===== src/rtl/alu_uart_sequencer.sv =====
// Byte-serial front end for the alu: collects A, B and opcode from the UART receiver,
// captures the alu result and hands it to the transmitter. Optional macro: OP_CHECK_EN.
module alu_uart_sequencer #(
    parameter int unsigned N_BITS = 8,
    parameter int unsigned N_OP   = 6
) (
    input  logic              i_clk,
    input  logic              i_reset,
    input  logic [N_BITS-1:0] i_rx_data,
    input  logic              i_rx_done,
    input  logic [N_BITS-1:0] i_alu_result,
    input  logic              i_tx_done,
    output logic [N_BITS-1:0] o_dato_A,
    output logic [N_BITS-1:0] o_dato_B,
    output logic [N_OP-1:0]   o_operacion,
    output logic [N_BITS-1:0] o_tx_data,
    output logic              o_tx_start,
    output logic              o_busy,
    output logic              o_error
);

    typedef enum logic [2:0] {
        StWaitA,
        StWaitB,
        StWaitOp,
        StExec,
        StWaitTx
    } state_e;

    state_e            state_q, state_d;
    logic [N_BITS-1:0] dato_a_q, dato_a_d;
    logic [N_BITS-1:0] dato_b_q, dato_b_d;
    logic [N_OP-1:0]   op_q, op_d;
    logic [N_BITS-1:0] tx_data_q, tx_data_d;
    logic              tx_start_q, tx_start_d;
    logic              error_q, error_d;

    logic [N_OP-1:0]   rx_op;
    logic              op_ok;
    logic              rx_unused_bits;

    // Only the low N_OP bits of the opcode byte are meaningful.
    assign rx_op          = i_rx_data[N_OP-1:0];
    assign rx_unused_bits = ^i_rx_data[N_BITS-1:N_OP];

`ifdef OP_CHECK_EN
    always_comb begin
        op_ok = rx_op inside {N_OP'(8'h20), N_OP'(8'h22), N_OP'(8'h24), N_OP'(8'h25),
                              N_OP'(8'h26), N_OP'(8'h03), N_OP'(8'h02), N_OP'(8'h27)};
    end
`else
    assign op_ok = 1'b1;
`endif

    always_comb begin
        state_d    = state_q;
        dato_a_d   = dato_a_q;
        dato_b_d   = dato_b_q;
        op_d       = op_q;
        tx_data_d  = tx_data_q;
        tx_start_d = 1'b0;
        error_d    = error_q;

        unique case (state_q)
            StWaitA: begin
                if (i_rx_done) begin
                    dato_a_d = i_rx_data;
                    state_d  = StWaitB;
                end
            end
            StWaitB: begin
                if (i_rx_done) begin
                    dato_b_d = i_rx_data;
                    state_d  = StWaitOp;
                end
            end
            StWaitOp: begin
                if (i_rx_done) begin
                    if (op_ok) begin
                        op_d    = rx_op;
                        error_d = 1'b0;
                        state_d = StExec;
                    end else begin
                        error_d = 1'b1;
                        state_d = StWaitA;
                    end
                end
            end
            StExec: begin
                // alu inputs have been stable for a full cycle; capture its result.
                tx_data_d  = i_alu_result;
                tx_start_d = 1'b1;
                state_d    = StWaitTx;
            end
            StWaitTx: begin
                if (i_tx_done) begin
                    state_d = StWaitA;
                end
            end
            default: state_d = StWaitA;
        endcase
    end

    always_ff @(posedge i_clk or posedge i_reset) begin
        if (i_reset) begin
            state_q    <= StWaitA;
            dato_a_q   <= '0;
            dato_b_q   <= '0;
            op_q       <= '0;
            tx_data_q  <= '0;
            tx_start_q <= 1'b0;
            error_q    <= 1'b0;
        end else begin
            state_q    <= state_d;
            dato_a_q   <= dato_a_d;
            dato_b_q   <= dato_b_d;
            op_q       <= op_d;
            tx_data_q  <= tx_data_d;
            tx_start_q <= tx_start_d;
            error_q    <= error_d;
        end
    end

    assign o_dato_A    = dato_a_q;
    assign o_dato_B    = dato_b_q;
    assign o_operacion = op_q;
    assign o_tx_data   = tx_data_q;
    assign o_tx_start  = tx_start_q;
    assign o_busy      = (state_q == StExec) || (state_q == StWaitTx);
    assign o_error     = error_q;

endmodule


===== config.mk =====
export PLATFORM = sky130hd
export DESIGN_NAME = alu_uart_sequencer
export DESIGN_NICKNAME = d
export VERILOG_FILES = /design/src/rtl/alu_uart_sequencer.sv
export SDC_FILE = /design/constraint.sdc
export NUM_CORES = 1
export LEC_CHECK = 0
export BUFFER_PORTS_ARGS = -buffer_cell sky130_fd_sc_hd__buf_4
export CORE_MARGIN = 2
export CORE_UTILIZATION = 42
export DETAILED_ROUTE_END_ITERATION = 8
export PLACE_DENSITY = 0.73
export SYNTH_ARGS = -nofsm -noshare
export SYNTH_HDL_FRONTEND = slang
export SYNTH_SLANG_ARGS = --single-unit

===== constraint.sdc =====
create_clock -name i_clk -period 1.31 [get_ports i_clk]
set_input_delay 0 -clock i_clk [delete_from_list [all_inputs] [get_ports i_clk]]
set_output_delay 0 -clock i_clk [all_outputs]
set_load 0.02 [all_outputs]

Word level (Yosys, flattened, before mapping)
Index checks and enable logic that the tools add are counted.
- bits in registers: 34
- bits in latches: 0
- memory bits (writable): 0
- memory bits (read-only): 0
- input bits: 20
- word-level logic and storage cells: 26
- memories: 0
- add/sub/neg operators: 0
- $mul: 0
- divide/modulo/power cells: 0
- $lt $le $gt $ge: 0
- equality and inequality tests: 8
- shifts and indexed selects: 0
- muxes and demuxes: 6
- bitwise gates (word level): 0
- reduce and logical (&&, ||, !) cells: 6
- operators with widths (kind ; number):
    $pmux 3 s5 ; 1
    $mux 3 ; 4
    $ne 2x2->1 const B ; 4
    $eq 3x2->1 const B ; 2
    $reduce_and 2->1 ; 3
    $reduce_and 4->1 ; 1
    $eq 3x1->1 const B ; 1
    $eq 3x3->1 const B ; 1
    $logic_not 3->1 ; 1
    $logic_or 1x1->1 ; 1
    $mux 1 ; 1

Depth between registers and ports, before layout
- depth in word-level cells: 3
- depth in mapped cells: 4
- mapped depth without buffers: 2

Worst setup path before layout
Ideal clock, no wire load.
- kind: reg-to-reg
- start: register state_q[0]
- end: register dato_a_q[0] (netlist: o_dato_A[0])
- library setup time: 125 ps
- arrival time: 1315 ps
- path slack: -130 ps
- stages on the path, launching flop included: 4
- period minus slack after synthesis: 1440 ps
- cell sequence: dfrtp_1 buf_6 nor4b_4 mux2_2
- word-level cells in the longest chain between the ends: 2
- RTL lines (element ; RTL line ; RTL):
    start: declaration ; 30 ; state_e state_q, state_d;
    start signal: assignment ; 106 ; state_q <= StWaitA;
    start signal: assignment ; 114 ; state_q <= state_d;
    $logic_not 3->1 ; 64 ; unique case (state_q)
    $reduce_and 2->1 (no line) ; - ;
    end signal: assignment ; 115 ; dato_a_q <= dato_a_d;
    end: declaration ; 31 ; logic [N_BITS-1:0] dato_a_q, dato_a_d;
No other way between the ends.
A chain may end at the register's enable or synchronous reset.

Worst setup path after layout
- start: register state_q[1]
- end: register dato_a_q[3] (netlist: o_dato_A[3])
Same word-level chain as after synthesis.

==> summary.txt <==
Status
  • Status: finished, violations left
  • Failing checks: negative setup slack

GRT
  • Largest net degree at the start of global routing: 35
  • Total global routing track utilization: 0.2004
  • First-pass GRT wire length: 5.161 mm
  • Vias in the first global route: 1059
  • Grt ovf: 0
  • Initial antenna violation count: 0

Final layout
  • Commonest non-fill, non-tap cell in the layout: buf_4
  • Nets@finish: 187
  • Layout area overhead: 63.31%
  • N_diodes: 0
  • Design area: 0.002195 mm²
  • Layout cells sized above 1: 0.6287
  • Layout Cells excl Fill: 211
  • Layout Utilization: 0.7189
  • Most frequent cells in the layout: 54 x buf_4, 32 x dfrtp_1, 19 x mux2_4, 19 x dlygate4sd3_1, 11 x mux2_2

Clock network
  • Bufs on Longest Clock Path: 2
  • Worst-path clk slew: 100 ps
  • CTS sink cnt: 34
  • Clock latency on the worst-skew pair: 330 ps
  • CTS tree: done
  • CTS Root Cell: clkbuf_4
  • H-tree levels: 2
  • CTS Buf Count: 5

STA
  • # setup viols final: 27
  • Fmax: 644.6 MHz
  • Final period utilization: 1.184
  • Final Hold Vio Count: 0
  • Setup WS post-layout: -241.4 ps
  • Fin crit period: 1551 ps
  • Max Slew Vio Count: 0
  • Unrepaired setup endpoints after global routing: true
  • Worst Skew: 9.957 ps
  • Hold Slack: 305.4 ps

Run
  • Max Cap Viol: 0

Critical path
  • Setup crit end kind: flip-flop
  • CP required: 1530 ps
  • R2r startpoint: state_q[1]
  • Crit path launch type: flip-flop
  • Critical path fanouts, max: 3
  • R2R Path End: o_dato_A[3]
  • Worst EP arrival: 1770 ps
  • Worst setup endpoint: o_dato_A[3]
  • Crit path kind: reg2reg
  • FF-to-FF path depth: 4
  • CP startpoint: state_q[1]
  • Worst R2R Setup Slack: -240 ps

Floorplan
  • Core box area: 0.003053 mm²
  • Initial Util: 0.4402
  • Die height: 60.57 µm
  • # IOs: 53
  • Die width: 60.57 µm
  • Die area: 0.003668 mm²
  • Row cnt: 20

Synth
  • Syn Inst Count: 85
  • Ys Warns: 0
  • Dominant cells by area after synthesis: dfrtp_1 63%, mux2_2 25%, nor4b_4 1.8%
  • Syn Area/Cell: 15.81 µm²
  • Yosys reg bits: 34
  • Net Count, Synth: 105
  • Sequential share of the synthesized area: 0.6331
  • Synth area leader: dfrtp_1
  • Cell Area, Synth: 0.001344 mm²
  • Post-synth top area share: 0.6331
  • Cell variety after synth: 16

Pwr
  • Lkg Pwr: 1.061 nW
  • Total power: 0.005421 W
  • PwrDens: 2470 mW/mm²
  • Peak supply drop: 1.507 mV

Placement
  • DP Wirelength: 1.991 mm
  • DP Cell Count: 183
  • Port Buffer Count: 51
  • Placement Cell Area: 0.001854 mm²
  • GPL Wtd Cong: 0.6714

Worst hold path
  • Hold Crit Class: in2async

Route
  • Vias per Instance: 4.668
  • Routed len/inst: 15.52 µm
  • Iter 0 DRT Violations: 7
  • DR vias: 985
  • Drt total wl: 3.275 mm
  • # DRC: 0
  • Remaining antenna violation count: 0
  • First drt pass iteration count: 3
[synth_stat cells]
cell type,instances
a21oi_1,2
and4bb_2,1
buf_2,3
buf_4,1
buf_6,1
conb_1,1
dfrtp_1,34
inv_1,2
mux2_2,30
nand2_1,1
nand2b_1,2
nand3b_1,2
nor4b_4,1
nor4bb_1,1
o21ai_0,1
or3b_2,2
[power by group]
part	internal [W]	total, W	leakage [nW]	switching [W]
combinational	0.00166	0.00296	0.633	0.00130
clock	0.000202	0.000528	0.0254	0.000326
sequential	0.00158	0.00193	0.403	0.000350
[repair_timing]
item	CTS	global route
gates cloned	0	0
hold endpoints to repair	67	0
hold buffers	19	0
setup endpoints to repair	32	32
resized for setup	16	8
pin swaps	4	2
buffers inserted	2	0
[registers in the layout (all words and copies together) (netlist names)]
| signal | flops |
|---|---|
| o_dato_A | 8 |
| o_dato_B | 8 |
| o_operacion | 6 |
| o_tx_data | 8 |
| o_tx_start | 1 |
| state_q | 3 |
[final cells by class]
class,count,area [µm²]
clock buffer,7,45.04
fill,208,858.3
inverter,2,7.507
multi-input combinational,44,550.5
sequential,34,853.3
tap,44,55.05
timing repair buffer,80,683.2
[layer usage]
layer / track usage / wire length, µm
met1: 0.2468 / 1348
met2: 0.3072 / 1647
met3: 0.08102 / 172
met4: 0.09938 / 106
met5: 0 / 0
[logic make-up after synthesis]
kind of cell    share of synthesized area
simple gates                      0.07076
other cells                      0.002791
mux                                0.2514
compound gates                    0.01117
buf+inv                           0.03073
flops                              0.6332
[worst max-delay path, stage by stage (launching register included)]
cell and delay (ps):
dfrtp_2 460, buf_4 160, nor4b_4 280, buf_4 200, mux2_2 330
[worst min-delay path by stage]
stage / endpoint / depth (start not counted)
after floorplan: state_q[2] / 1
after global placement: o_dato_A[3] / 3
after detailed placement: o_tx_data[1] / 3
after CTS: o_tx_data[3] / 4
after global routing: o_tx_data[3] / 4
final: o_tx_data[7] / 4
[per-stage QoR]
step                      setup WS, ps  TNS, ps
final                           -241.4    -3192
after global routing            -277.4    -4391
after CTS                       -179.5    -2941
after detailed placement        -173.4    -2419
after global placement          -96.36    -1547
after floorplan                 -95.55   -985.5
No activity file was read; power rests on OpenSTA's default activity.
